File: src/rtl/disp_src_arbiter_pkg.sv
// disp_pkg: shared constants and helpers for the display source arbiter.
package disp_pkg;
  localparam logic [0:0] ST_IDLE = 1'b0;
  localparam logic [0:0] ST_SHOW = 1'b1;
  localparam int DWELL_DEFAULT = 50_000_000;
  function automatic int idx_w(input int n);
    return (n > 1) ? $clog2(n) : 1;
  endfunction
endpackage

File: src/rtl/disp_src_arbiter_if.sv
// disp_src_arbiter_if: requester taps in, display driver controls out.
interface disp_src_arbiter_if import disp_pkg::*; #(
  parameter int NUM_SRC    = 4,
  parameter int DATA_WIDTH = 32
);
  localparam int SW = idx_w(NUM_SRC);
  logic [NUM_SRC-1:0]            src_valid;
  logic [NUM_SRC*DATA_WIDTH-1:0] src_data;
  logic                          lock;
  logic [NUM_SRC-1:0]            src_ack;
  logic [DATA_WIDTH-1:0]         disp_value;
  logic [SW-1:0]                 disp_src;
  logic                          disp_blank;
  modport master (input src_valid, src_data, lock, output src_ack, disp_value, disp_src, disp_blank);
  modport slave  (output src_valid, src_data, lock, input src_ack, disp_value, disp_src, disp_blank);
endinterface

File: src/rtl/disp_src_arbiter_rr_pick.sv
// rr_pick: first request after last_i with wrap-around, optionally skipping one index.
module rr_pick #(
  parameter int N = 4,
  parameter int W = 2
) (
  input  logic [N-1:0] req_i,
  input  logic [W-1:0] last_i,
  input  logic         mask_en_i,
  input  logic [W-1:0] mask_idx_i,
  output logic [W-1:0] idx_o,
  output logic         any_o
);
  logic [W-1:0] k;
  // Scan farthest offset first so the nearest candidate after last_i wins.
  always_comb begin
    idx_o = '0;
    any_o = 1'b0;
    k     = '0;
    for (int i = N; i >= 1; i--) begin
      k = W'((int'(last_i) + i) % N);
      if (req_i[k] && !(mask_en_i && k == mask_idx_i)) begin
        idx_o = k;
        any_o = 1'b1;
      end
    end
  end
endmodule

File: src/rtl/disp_src_arbiter.sv
// disp_src_arbiter: round-robin time-multiplexing of debug sources onto one display.
module disp_src_arbiter import disp_pkg::*; #(
  parameter int NUM_SRC      = 4,
  parameter int DATA_WIDTH   = 32,
  parameter int DWELL_CYCLES = DWELL_DEFAULT
) (
  input logic clk,
  input logic rst,
  disp_src_arbiter_if.master bus
);
  localparam int SW = idx_w(NUM_SRC);
  localparam int CW = $clog2(DWELL_CYCLES);
  logic [0:0]            state_q, state_d;
  logic [CW-1:0]         cnt_q, cnt_d;
  logic [SW-1:0]         rr_q, rr_d, src_q, src_d, pick;
  logic [DATA_WIDTH-1:0] val_q, val_d, cur_data, pick_data;
  logic [NUM_SRC-1:0]    ack_q, ack_d;
  logic                  blank_q, blank_d, zero_q, zero_d;
  logic                  any, none, grant, drop, show;
  rr_pick #(.N(NUM_SRC), .W(SW)) u_pick (
    .req_i(bus.src_valid), .last_i(rr_q), .mask_en_i(show), .mask_idx_i(src_q),
    .idx_o(pick), .any_o(any)
  );
  assign show      = state_q == ST_SHOW;
  assign none      = bus.src_valid == '0;
  assign cur_data  = bus.src_data[int'(src_q)*DATA_WIDTH +: DATA_WIDTH];
  assign pick_data = bus.src_data[int'(pick)*DATA_WIDTH +: DATA_WIDTH];
  assign grant     = show ? (cnt_q == '0 && !bus.lock && any) : any;
  // Leave SHOW on an empty expiry, or after two consecutive empty unlocked cycles.
  assign drop      = show && none && !bus.lock && (cnt_q == '0 || zero_q);
  always_comb begin
    state_d = state_q;
    cnt_d   = cnt_q;
    rr_d    = rr_q;
    src_d   = src_q;
    val_d   = val_q;
    blank_d = blank_q;
    ack_d   = '0;
    zero_d  = 1'b0;
    if (grant) begin
      state_d = ST_SHOW;
      cnt_d   = CW'(DWELL_CYCLES - 1);
      rr_d    = pick;
      src_d   = pick;
      val_d   = pick_data;
      blank_d = 1'b0;
      ack_d   = NUM_SRC'(1) << pick;
    end else if (drop) begin
      state_d = ST_IDLE;
      cnt_d   = '0;
      val_d   = '0;
      blank_d = 1'b1;
    end else if (show) begin
      val_d  = bus.src_valid[src_q] ? cur_data : val_q;
      cnt_d  = (cnt_q == '0) ? CW'(DWELL_CYCLES - 1) : cnt_q - 1'b1;
      zero_d = none && !bus.lock;
    end
  end
  always_ff @(posedge clk or negedge rst) begin
    if (!rst) begin
      state_q <= ST_IDLE;
      cnt_q   <= '0;
      rr_q    <= SW'(NUM_SRC - 1);
      src_q   <= '0;
      val_q   <= '0;
      blank_q <= 1'b1;
      ack_q   <= '0;
      zero_q  <= 1'b0;
    end else begin
      state_q <= state_d;
      cnt_q   <= cnt_d;
      rr_q    <= rr_d;
      src_q   <= src_d;
      val_q   <= val_d;
      blank_q <= blank_d;
      ack_q   <= ack_d;
      zero_q  <= zero_d;
    end
  end
  assign bus.src_ack    = ack_q;
  assign bus.disp_value = val_q;
  assign bus.disp_src   = src_q;
  assign bus.disp_blank = blank_q;
endmodule

File: src/flat_wrapper.sv
// flat-port wrapper written by rule: the top's interface ports become plain ports
module disp_src_arbiter_flat import disp_pkg::*;
#(
  parameter int NUM_SRC      = 4,
  parameter int DATA_WIDTH   = 32,
  parameter int DWELL_CYCLES = DWELL_DEFAULT
)
  (clk, rst, bus_src_valid, bus_src_data, bus_lock, bus_src_ack, bus_disp_value, bus_disp_src, bus_disp_blank);
  disp_src_arbiter_if #(.NUM_SRC(NUM_SRC), .DATA_WIDTH(DATA_WIDTH)) bus_i ();
  input logic clk;
  input logic rst;
  input wire logic [$bits(bus_i.src_valid)-1:0] bus_src_valid;
  input wire logic [$bits(bus_i.src_data)-1:0] bus_src_data;
  input wire logic [$bits(bus_i.lock)-1:0] bus_lock;
  output wire logic [$bits(bus_i.src_ack)-1:0] bus_src_ack;
  output wire logic [$bits(bus_i.disp_value)-1:0] bus_disp_value;
  output wire logic [$bits(bus_i.disp_src)-1:0] bus_disp_src;
  output wire logic [$bits(bus_i.disp_blank)-1:0] bus_disp_blank;
  assign bus_i.src_valid = bus_src_valid;
  assign bus_i.src_data = bus_src_data;
  assign bus_i.lock = bus_lock;
  assign bus_src_ack = bus_i.src_ack;
  assign bus_disp_value = bus_i.disp_value;
  assign bus_disp_src = bus_i.disp_src;
  assign bus_disp_blank = bus_i.disp_blank;
  disp_src_arbiter #(.NUM_SRC(NUM_SRC), .DATA_WIDTH(DATA_WIDTH), .DWELL_CYCLES(DWELL_CYCLES)) u_core (.clk(clk), .rst(rst), .bus(bus_i));
endmodule
File: config.mk
export PLATFORM = sky130hd
export DESIGN_NAME = disp_src_arbiter_flat
export DESIGN_NICKNAME = d
export VERILOG_FILES = /design/src/rtl/disp_src_arbiter_pkg.sv /design/src/rtl/disp_src_arbiter_if.sv /design/src/rtl/disp_src_arbiter_rr_pick.sv /design/src/rtl/disp_src_arbiter.sv /design/src/flat_wrapper.sv
export SDC_FILE = /design/constraint.sdc
export NUM_CORES = 1
export LEC_CHECK = 0
export ABC_CLOCK_PERIOD_IN_PS = 3150
export BUFFER_PORTS_ARGS = -buffer_cell sky130_fd_sc_hd__buf_2
export CAP_MARGIN = 10
export CORE_MARGIN = 8
export CORE_UTILIZATION = 54
export CTS_CLUSTER_SIZE = 25
export DETAILED_ROUTE_END_ITERATION = 6
export GPL_TIMING_DRIVEN = 0
export HOLD_SLACK_MARGIN = 0.15
export PLACE_DENSITY = 0.79
export SYNTH_ARGS = -nofsm -noshare
export SYNTH_HDL_FRONTEND = slang
export SYNTH_SLANG_ARGS = --single-unit
File: constraint.sdc
create_clock -name clk -period 3.15 [get_ports clk]
set_clock_uncertainty 0.2 [all_clocks]
set_input_delay 0.63 -clock clk [delete_from_list [all_inputs] [get_ports clk]]
set_output_delay 0.63 -clock clk [all_outputs]
set_load 0.01 [all_outputs]
==> flow_summary.ini, run 1 <==
[critical_path]
end_kind = flop
crit_top_cell = buf_6
start_kind = flop
cp.required_ns = 3.16
reg2reg_depth = 12
crit_arrival_ns = 3.03
worstSetupEndpoint = u_core.bus.disp_value[15]$_DFFE_PN0P_
reg2reg_from = u_core.rr_q[0]$_DFFE_PN1N_
cp-startpoint = u_core.rr_q[0]$_DFFE_PN1N_
crit_type = reg2reg
crit_chain = clkbuf_2 -> clkbuf_4 -> mux2_2 -> o32ai_2 -> nor3b_4 -> a21oi_2 -> and2_1 -> buf_4 -> nand2b_1 -> buf_6 -> buf_6 -> o221ai_2
r2r_end = u_core.bus.disp_value[15]$_DFFE_PN0P_
reg2reg_slack_ns = 0.13
critPathMaxStageDelay_ns = 0.51
cp_slowest_cell = dfstp_2
crit_fanout = 10

[yosys]
synth_top_family_by_area = multiplexers
synth.avg_cell_area_um2 = 10.96
synth_compound_area_frac = 0.1456
synth_area_um2 = 6412
synth_mux_area_frac = 0.4020
synth_edf_count = 0
synth_seq_cells = 69
synthAdderAreaFrac = 0.003902
yosys.area_share.simple = 0.1120
synth_nets = 722
synthCells = 585
ys_seq_area_frac = 0.2699
yosysUniqueCellTypes = 63
synthXorXnorAreaFrac = 0.01483
synth-main-ff-cell = dfrtp_1
async_flop_share = 1.000
ys_warn_count = 0

[die]
core_area_um2 = 11810
core.rowCount = 40
die_area_um2 = 15620
fp.dieH_um = 125.0
fp.dieW_um = 125.0
initial_utilization = 0.5429
pin_count = 174

[worst_hold_path]
hp-class = reg2reg

[clock_network]
cts_sinks = 69
cts-root-buf = clkbuf_16
cts_buffer_depth = 2
clock_latency_ns = 0.34
cts_tree = built
clk_pin_slew_ns = 0.06
htree_levels = 3
cts_buffers = 9

[timing]
setup-violations-final = 0
fin_crit_sh = 0.9579
tightest_slew_ns = 0.8785
max_freq_ghz = 0.3314
fin_crit_ns = 3.018
worst_slack_ns = 0.1325
hold_viol = 0
final_max_slew_viol_count = 0
slew_headroom = 0.4144

[global_route]
grt_max_degree = 69
gr-total-overflow = 0
grt_usage = 0.2590
grt_pass1_vias = 6325
grt_pass1_wl_mm = 33.29
antenna_found_initial = 3

[route]
dr.pass1.iters = 5
via_per_inst = 6.467
ant_nets = 0
drc = 0
wl_per_cell_um = 22.59
drt-initial-drc-count = 457
routed_wl_mm = 20.91
num_vias = 5988

[status]
status = completed

[pwr]
irDropWorstVdd_uv = 599.2
power.density_nw_per_um2 = 1126
p_leak_nw = 3.713

[final_layout]
final_common_cell = buf_2
syn_to_final_growth_pct = 23.43
drive_gt1_frac = 0.4852
fin_nets = 909
stdcell_count = 926
layout_common_cells = buf_2 (175), mux2i_1 (97), mux2_2 (66), dfrtp_1 (66), nand2_1 (58)

[placement]
place_worst_setup_slack_ns = -0.2873
placedCellCount = 906
place_hpwl_mm = 15.16
routabilityCongestion = 0.9072
port_buffers = 173

[run]
drv_cap = 0
Yosys cell counts (all sizes together), types with 2 or more instances:
| library cell | n | area, um2 |
|---|---|---|
| a21o | 8 | 60.06 |
| a21oi | 7 | 50.04 |
| a22o | 9 | 78.83 |
| a22oi | 2 | 20.02 |
| a31oi | 5 | 31.28 |
| and2 | 3 | 18.77 |
| and3 | 2 | 12.51 |
| and3b | 2 | 17.52 |
| buf | 27 | 200.2 |
| clkbuf | 21 | 87.57 |
| dfrtp | 66 | 1652 |
| dfstp | 3 | 78.83 |
| ha | 2 | 25.02 |
| inv | 12 | 45.04 |
| mux2 | 66 | 743.2 |
| mux2i | 100 | 1001 |
| mux4 | 37 | 833.3 |
| nand2 | 60 | 235.2 |
| nand3 | 12 | 60.06 |
| nand3b | 2 | 15.01 |
| nand4 | 3 | 18.77 |
| nor2 | 25 | 96.35 |
| nor3 | 11 | 55.05 |
| nor4 | 7 | 65.06 |
| o21a | 2 | 15.01 |
| o21ai | 20 | 100.1 |
| o221ai | 32 | 455.4 |
| o31ai | 7 | 52.55 |
| o32ai | 2 | 17.52 |
| or3 | 3 | 18.77 |
| or4 | 4 | 33.78 |
| xnor2 | 7 | 68.82 |
| xor2 | 3 | 26.28 |
kinds of logic after synthesis:
kind of cell,after synthesis
mux,203
simple gates,142
compound gates,99
flops,69
buf+inv,60
xor+xnor,10
fa+ha+maj,2
metal layers:
layer	global-route usage	wire length, um	part of all wire
met2	0.4541	10800	0.52
met4	0.08811	530	0.025
met5	0	13	0.00062
met3	0.05992	1632	0.078
met1	0.3054	7940	0.38
critical path, delay by kind of cell (launching register included):
| kind | cells | cell delay, ns |
|---|---|---|
| mux | 1 | 0.37 |
| flops | 1 | 0.51 |
| buf+inv | 5 | 0.88 |
| simple gates | 3 | 0.55 |
| compound gates | 3 | 0.37 |
what timing repair did:
| item | 4_1_cts | 5_1_grt |
|---|---|---|
| hold buffers | 1 | 0 |
| gates resized for setup | 4 | 14 |
| endpoints found under the hold margin | 31 | 0 |
| setup buffers | 0 | 1 |
| setup endpoints to repair | 39 | 55 |
worst min-delay path by stage:
stage,cells after the start,end,start
3_3_place_gp,1,u_core.cnt_q[19]$_DFFE_PN0P_,u_core.cnt_q[19]$_DFFE_PN0P_
3_5_place_dp,1,u_core.bus.disp_value[27]$_DFFE_PN0P_,rst
2_1_floorplan,0,u_core.bus.disp_src[0]$_DFFE_PN0N_,rst
4_1_cts,2,u_core.bus.disp_blank$_DFFE_PN1P_,u_core.bus.disp_blank$_DFFE_PN1P_
6_report,2,u_core.bus.disp_blank$_DFFE_PN1P_,u_core.bus.disp_blank$_DFFE_PN1P_
5_1_grt,2,u_core.bus.disp_blank$_DFFE_PN1P_,u_core.bus.disp_blank$_DFFE_PN1P_
state kept, by name, indices dropped and copies added, names as in the netlist:
register / flops
u_core.show: 1
u_core.zero_q: 1
u_core.cnt_q: 26
u_core.rr_q: 2
u_core.bus.disp_value: 32
u_core.bus.src_ack: 4
u_core.bus.disp_src: 2
u_core.bus.disp_blank: 1
through the flow:
| stage | hold slack [ns] | utilization | area [um2] | total power, mW | TNS (ns) |
|---|---|---|---|---|---|
| final | 0.3043 | 0.6701 | 7915 | 8.909 | 0 |
| after global routing | 0.3179 | 0.6701 | 7915 | 9.385 | -0.01189 |
| after CTS | 0.3092 | 0.6639 | 7841 | 8.749 | 0 |
| after detailed placement | 0.2292 | 0.6343 | 7492 | 7.559 | -9.666 |
| after global placement | 0.2795 | 0.6318 | 7462 | 7.370 | -6.853 |
| after floorplan | 0.1344 | - | 6412 | 6.178 | 0 |
area by class of cell:
class / count / area, um2
multi-input cells: 456 / 4389
fillers: 905 / 3896
flip-flops and latches: 69 / 1730
repair buffers: 176 / 913.4
plain buffers: 48 / 314.1
clock buffers: 11 / 252.7
well taps: 147 / 183.9
clock inverters: 5 / 81.33
inverters: 12 / 45.04
diodes: 2 / 5.005
power by group:
| group | switching, mW | internal [mW] |
|---|---|---|
| sequential | 0.326 | 1.28 |
| clock | 0.420 | 0.739 |
| combinational | 3.10 | 3.04 |
| total | 3.85 | 5.06 |
(Power assumes the default switching activity.)
==> run 2, diff against run 1 <==
Settings changed: PLACE_DENSITY 0.79 to unset, PLACE_DENSITY_LB_ADDON set to 0.3.
==> run 2 against run 1 <==
Effect of this change:
- total power shrank 1.4%
- sequential cell count is the same
- final cell count grew 0.11%
- sequential share of layout area is essentially flat
- clock-buffer cell count is the same
- global-route usage shrank 0.57 points
- critical path type unchanged
- highest routed layer is now met4
==> flow_summary.ini, run 2 (synthesis gave the netlist of run 1 again) <==
[final_layout]
largest_reg_flops = 32
n_fill_cell = 899
layout_common_cells = buf_2 (175), mux2i_1 (99), mux2_2 (66), dfrtp_1 (66), nand2_1 (58)
final_common_cell = buf_2
fin_nets = 910
drive_gt1_frac = 0.4833
syn_to_final_growth_pct = 23.16
stdcell_count = 927

[status]
status = completed

[timing]
hold_viol = 0
slew_headroom = 0.4061
fin_crit_ns = 3.014
final_max_slew_viol_count = 0
rsz0062_at_grt = yes
setup-violations-final = 0
max_freq_ghz = 0.3317
hold_slack_ns = 0.3127
fin_crit_sh = 0.9569
tightest_slew_ns = 0.8908

[run]
drv_cap = 0

[placement]
placedCellCount = 906
routabilityCongestion = 0.9071
port_buffers = 173
place_hpwl_mm = 14.99

[die]
initial_utilization = 0.5429
die_area_um2 = 15620
pin_count = 174
fp.dieW_um = 125.0
core_area_um2 = 11810
fp.dieH_um = 125.0
core.rowCount = 40

[route]
wl_per_cell_um = 21.89
num_vias = 5978
routed_wl_mm = 20.29
drt-initial-drc-count = 478
dr.pass1.iters = 5
via_per_inst = 6.449
ant_nets = 0
drc = 0

[clock_network]
cts_tree = built
cts-root-buf = clkbuf_16
cts_buffer_depth = 2
clock_latency_ns = 0.33
clk_pin_slew_ns = 0.06
htree_levels = 3
cts_sinks = 69
cts_buffers = 9

[worst_hold_path]
hp-class = reg2reg

[pwr]
p_leak_nw = 3.712
power.density_nw_per_um2 = 1113
irDropWorstVdd_uv = 624.6

[critical_path]
cp.required_ns = 3.20
end_kind = flop
crit_type = reg2reg
start_kind = flop
crit_fanout = 10
crit_arrival_ns = 3.07

[global_route]
grt_pass1_wl_mm = 32.77
grt_usage = 0.2533
grt_max_degree = 46
gr-total-overflow = 0
grt_pass1_vias = 6445
antenna_found_initial = 2
## run 2: changes by cell type in the layout (fill, tap and decap cells not counted), sizes merged
cell	before	now
buf	202	203
## run 2: what timing repair did
item | in CTS | in global routing
gates resized for setup | 4 | 8
setup buffers | 0 | 2
hold buffers | 1 | 0
hold endpoints to repair | 23 | 0
setup endpoints to repair | 25 | 45
## run 2: layout make-up
cell class,instances,area [um2],area share
timing repair buffer,177,920.9,0.1166
tap,147,183.9,0.02329
buffer,48,302.8,0.03834
multi-input combinational,456,4375,0.5540
sequential,69,1730,0.2191
antenna,2,5.005,0.0006337
clock inverter,5,81.33,0.01030
clock buffer,11,252.7,0.03200
inverter,12,45.04,0.005703
## run 2: critical path, cell delays in order, from the launching register on
cell,delay [ns]
dfstp_2,0.51
clkbuf_2,0.17
clkbuf_4,0.22
mux2_2,0.37
o32ai_2,0.14
nor3b_2,0.28
a21oi_2,0.08
a21oi_2,0.43
clkbuf_2,0.34
nand2_1,0.11
o221ai_2,0.07
## run 2: final timing paths
check                                                        from                               endpoint  slack [ns]  cells past startpoint
worst max-delay path                   u_core.rr_q[0]$_DFFE_PN1N_   u_core.bus.disp_value[3]$_DFFE_PN0P_        0.14                     10
worst min-delay path            u_core.bus.disp_blank$_DFFE_PN1P_      u_core.bus.disp_blank$_DFFE_PN1P_        0.31                      2
max in group asynchronous                                     rst      u_core.bus.disp_blank$_DFFE_PN1P_        1.58                      3
min in group asynchronous                                     rst  u_core.bus.disp_value[27]$_DFFE_PN0P_        0.54                      2
worst min register to register  u_core.bus.disp_blank$_DFFE_PN1P_      u_core.bus.disp_blank$_DFFE_PN1P_        0.31                      2
worst max register to register         u_core.rr_q[0]$_DFFE_PN1N_   u_core.bus.disp_value[3]$_DFFE_PN0P_        0.14                     10
## run 2: metrics by stage
| step | setup WS, ns | util | power, mW | setup TNS, ns | cell area (um2) |
|---|---|---|---|---|---|
| floorplan | 0.2921 | - | 6.178 | 0 | 6412 |
| global placement | -0.1963 | 0.6318 | 7.355 | -6.904 | 7462 |
| detailed placement | -0.2160 | 0.6343 | 7.549 | -7.286 | 7492 |
| CTS | 0.07057 | 0.6639 | 8.736 | 0 | 7841 |
| global route | -0.04527 | 0.6686 | 9.283 | -0.3895 | 7898 |
| finish | 0.1356 | 0.6686 | 8.788 | 0 | 7898 |
## run 2: power breakdown
group          internal, mW  switching, mW  total, mW
combinational          2.98           3.04       6.02
sequential             1.28          0.325       1.61
clock                 0.738          0.416       1.15
total                  5.00           3.78       8.79
## run 2: routing by layer
metal  wire, um  GRT usage
met3       1609    0.05355
met5          0          0
met1       7834     0.2951
met2      10230     0.4398
met4        618     0.1146
==> run 3, diff against run 2 <==
Settings changed: PLACE_DENSITY set to 0.85, PLACE_DENSITY_LB_ADDON 0.3 to unset.
==> run 3 against run 2 <==
Effect of this change:
- global-route usage up 0.87 points
- critical path type unchanged
- clock-buffer cell count up 3
- critical path depth up 1
- clock power down 16%
- sequential cell count unchanged
- highest routed layer unchanged
- combinational power up 3%
- cell area down 0.62%
- largest cell class unchanged
- die area unchanged
- total power down 0.38%
==> flow_summary.ini, run 3 (synthesis gave the netlist of run 1 again) <==
[critical_path]
critical_path.top_delay_family = buffers and inverters
crit_top_cell = buf_4
reg2reg_slack_ns = 0.12
start_kind = flop
crit_type = reg2reg
cp_slowest_cell = dfstp_2
reg2reg_from = u_core.rr_q[0]$_DFFE_PN1N_
cp.required_ns = 3.16
reg2reg_depth = 11
cp_num_buf_inv = 5
crit_fanout = 10
end_kind = flop
critPathMaxStageDelay_ns = 0.51
r2r_end = u_core.bus.disp_value[21]$_DFFE_PN0P_
crit_chain = clkbuf_2 -> clkbuf_4 -> mux4_2 -> nand3_1 -> nand3b_1 -> buf_4 -> a21boi_2 -> buf_4 -> buf_6 -> mux2i_2 -> o221ai_2
crit_arrival_ns = 3.04

[route]
dr.pass1.iters = 5
num_vias = 6084
ant_nets = 0
drc = 0
drt-initial-drc-count = 552
routed_wl_mm = 20.66
via_per_inst = 6.577
wl_per_cell_um = 22.34

[clock_network]
clk_pin_slew_ns = 0.05
cts_sinks = 69
clock_latency_ns = 0.34
htree_levels = 3
cts_tree = built
cts-root-buf = clkbuf_16
cts_buffers = 9
cts_buffer_depth = 2

[timing]
fin_crit_sh = 0.9623
final_max_slew_viol_count = 0
tightest_slew_ns = 0.8905
rsz0062_at_grt = no
worst_slack_ns = 0.1187
hold_viol = 0
max_freq_ghz = 0.3299
setup-violations-final = 0
hold_slack_ns = 0.2971
slew_headroom = 0.4064
fin_crit_ns = 3.031

[die]
core_area_um2 = 11810
initial_utilization = 0.5429
fp.dieW_um = 125.0
pin_count = 174
fp.dieH_um = 125.0
die_area_um2 = 15620
core.rowCount = 40

[global_route]
grt_usage = 0.2620
gr-total-overflow = 0
antenna_found_initial = 1
grt_max_degree = 70
grt_pass1_wl_mm = 33.66
grt_pass1_vias = 6519

[final_layout]
fin_nets = 909
largest_reg_flops = 32
final_cell_area_um2 = 7849
final_common_cell = buf_2
syn_to_final_growth_pct = 22.40
drive_gt1_frac = 0.4801
layout_common_cells = buf_2 (175), mux2i_1 (98), mux2_2 (66), dfrtp_1 (66), nand2_1 (58)
stdcell_count = 925

[placement]
dpl_cell_area_um2 = 7492
placedCellCount = 906
place_worst_setup_slack_ns = -0.3231
port_buffers = 173
routabilityCongestion = 0.8750
place_hpwl_mm = 15.29

[pwr]
power.density_nw_per_um2 = 1115
p_total_mw = 8.755
irDropWorstVdd_uv = 511.6
p_leak_nw = 3.689

[status]
status = completed

[run]
drv_cap = 0

[worst_hold_path]
min_path_cells = 1
min_from = u_core.cnt_q[19]$_DFFE_PN0P_
hp-class = reg2reg
hold-path-endpoint = u_core.cnt_q[19]$_DFFE_PN0P_
==> run 3: final cells by class <==
cell class / instances / area (um2)
Antenna cell: 1 / 2.502
Buffer: 48 / 310.3
Clock buffer: 14 / 264.0
Clock inverter: 2 / 10.01
Fill cell: 906 / 3963
Inverter: 12 / 45.04
Multi-Input combinational cell: 456 / 4389
Sequential cell: 69 / 1730
Tap cell: 147 / 183.9
Timing Repair Buffer: 176 / 913.4
==> run 3: metrics by stage <==
step           TNS [ns]  utilization
2_1_floorplan         0            -
3_3_place_gp     -8.424       0.6318
3_5_place_dp     -11.00       0.6343
4_1_cts               0       0.6588
5_1_grt               0       0.6645
6_report              0       0.6645
==> run 3: where the power goes <==
group          internal (mW)  leakage, nW  switching (mW)
combinational           3.04         2.72            3.14
clock                  0.575        0.137           0.387
sequential              1.29        0.829           0.332
total                   4.90         3.69            3.86
==> run 3: repair_timing <==
| item | CTS | global route |
|---|---|---|
| pin swaps | 0 | 0 |
| resized for setup | 4 | 12 |
| setup buffers | 0 | 1 |
| hold endpoints to repair | 66 | 0 |
| endpoints found under the setup margin | 34 | 38 |
| hold buffers | 1 | 0 |
==> run 3: how the worst max path moves through the flow <==
stage                                     startpoint                                    end  cells past startpoint
after global routing      u_core.rr_q[0]$_DFFE_PN1N_  u_core.bus.disp_value[21]$_DFFE_PN0P_                     11
after CTS                 u_core.rr_q[0]$_DFFE_PN1N_  u_core.bus.disp_value[17]$_DFFE_PN0P_                     11
after detailed placement            bus_src_valid[1]   u_core.bus.disp_value[7]$_DFFE_PN0P_                      9
after global placement              bus_src_valid[1]  u_core.bus.disp_value[13]$_DFFE_PN0P_                      9
after floorplan                     bus_src_valid[3]   u_core.bus.disp_value[0]$_DFFE_PN0P_                     10
final                     u_core.rr_q[0]$_DFFE_PN1N_  u_core.bus.disp_value[21]$_DFFE_PN0P_                     11
==> run 3: worst reg2reg max path, stage by stage, from the launching register on <==
cell,delay [ns]
dfstp_2,0.51
clkbuf_2,0.17
clkbuf_4,0.22
mux4_2,0.37
nand3_1,0.16
nand3b_1,0.08
buf_4,0.18
a21boi_2,0.13
buf_4,0.21
buf_6,0.23
mux2i_2,0.30
o221ai_2,0.14
==> run 3: routing by layer <==
layer / track usage / wire [um] / vias to the layer above / share of wire
li1: - / - / 2650 / -
met1: 0.2999 / 7815 / 3046 / 0.38
met2: 0.4602 / 10550 / 326 / 0.51
met3: 0.05610 / 1645 / 62 / 0.080
met4: 0.1203 / 656 / 0 / 0.032
met5: 0 / 0 / - / 0
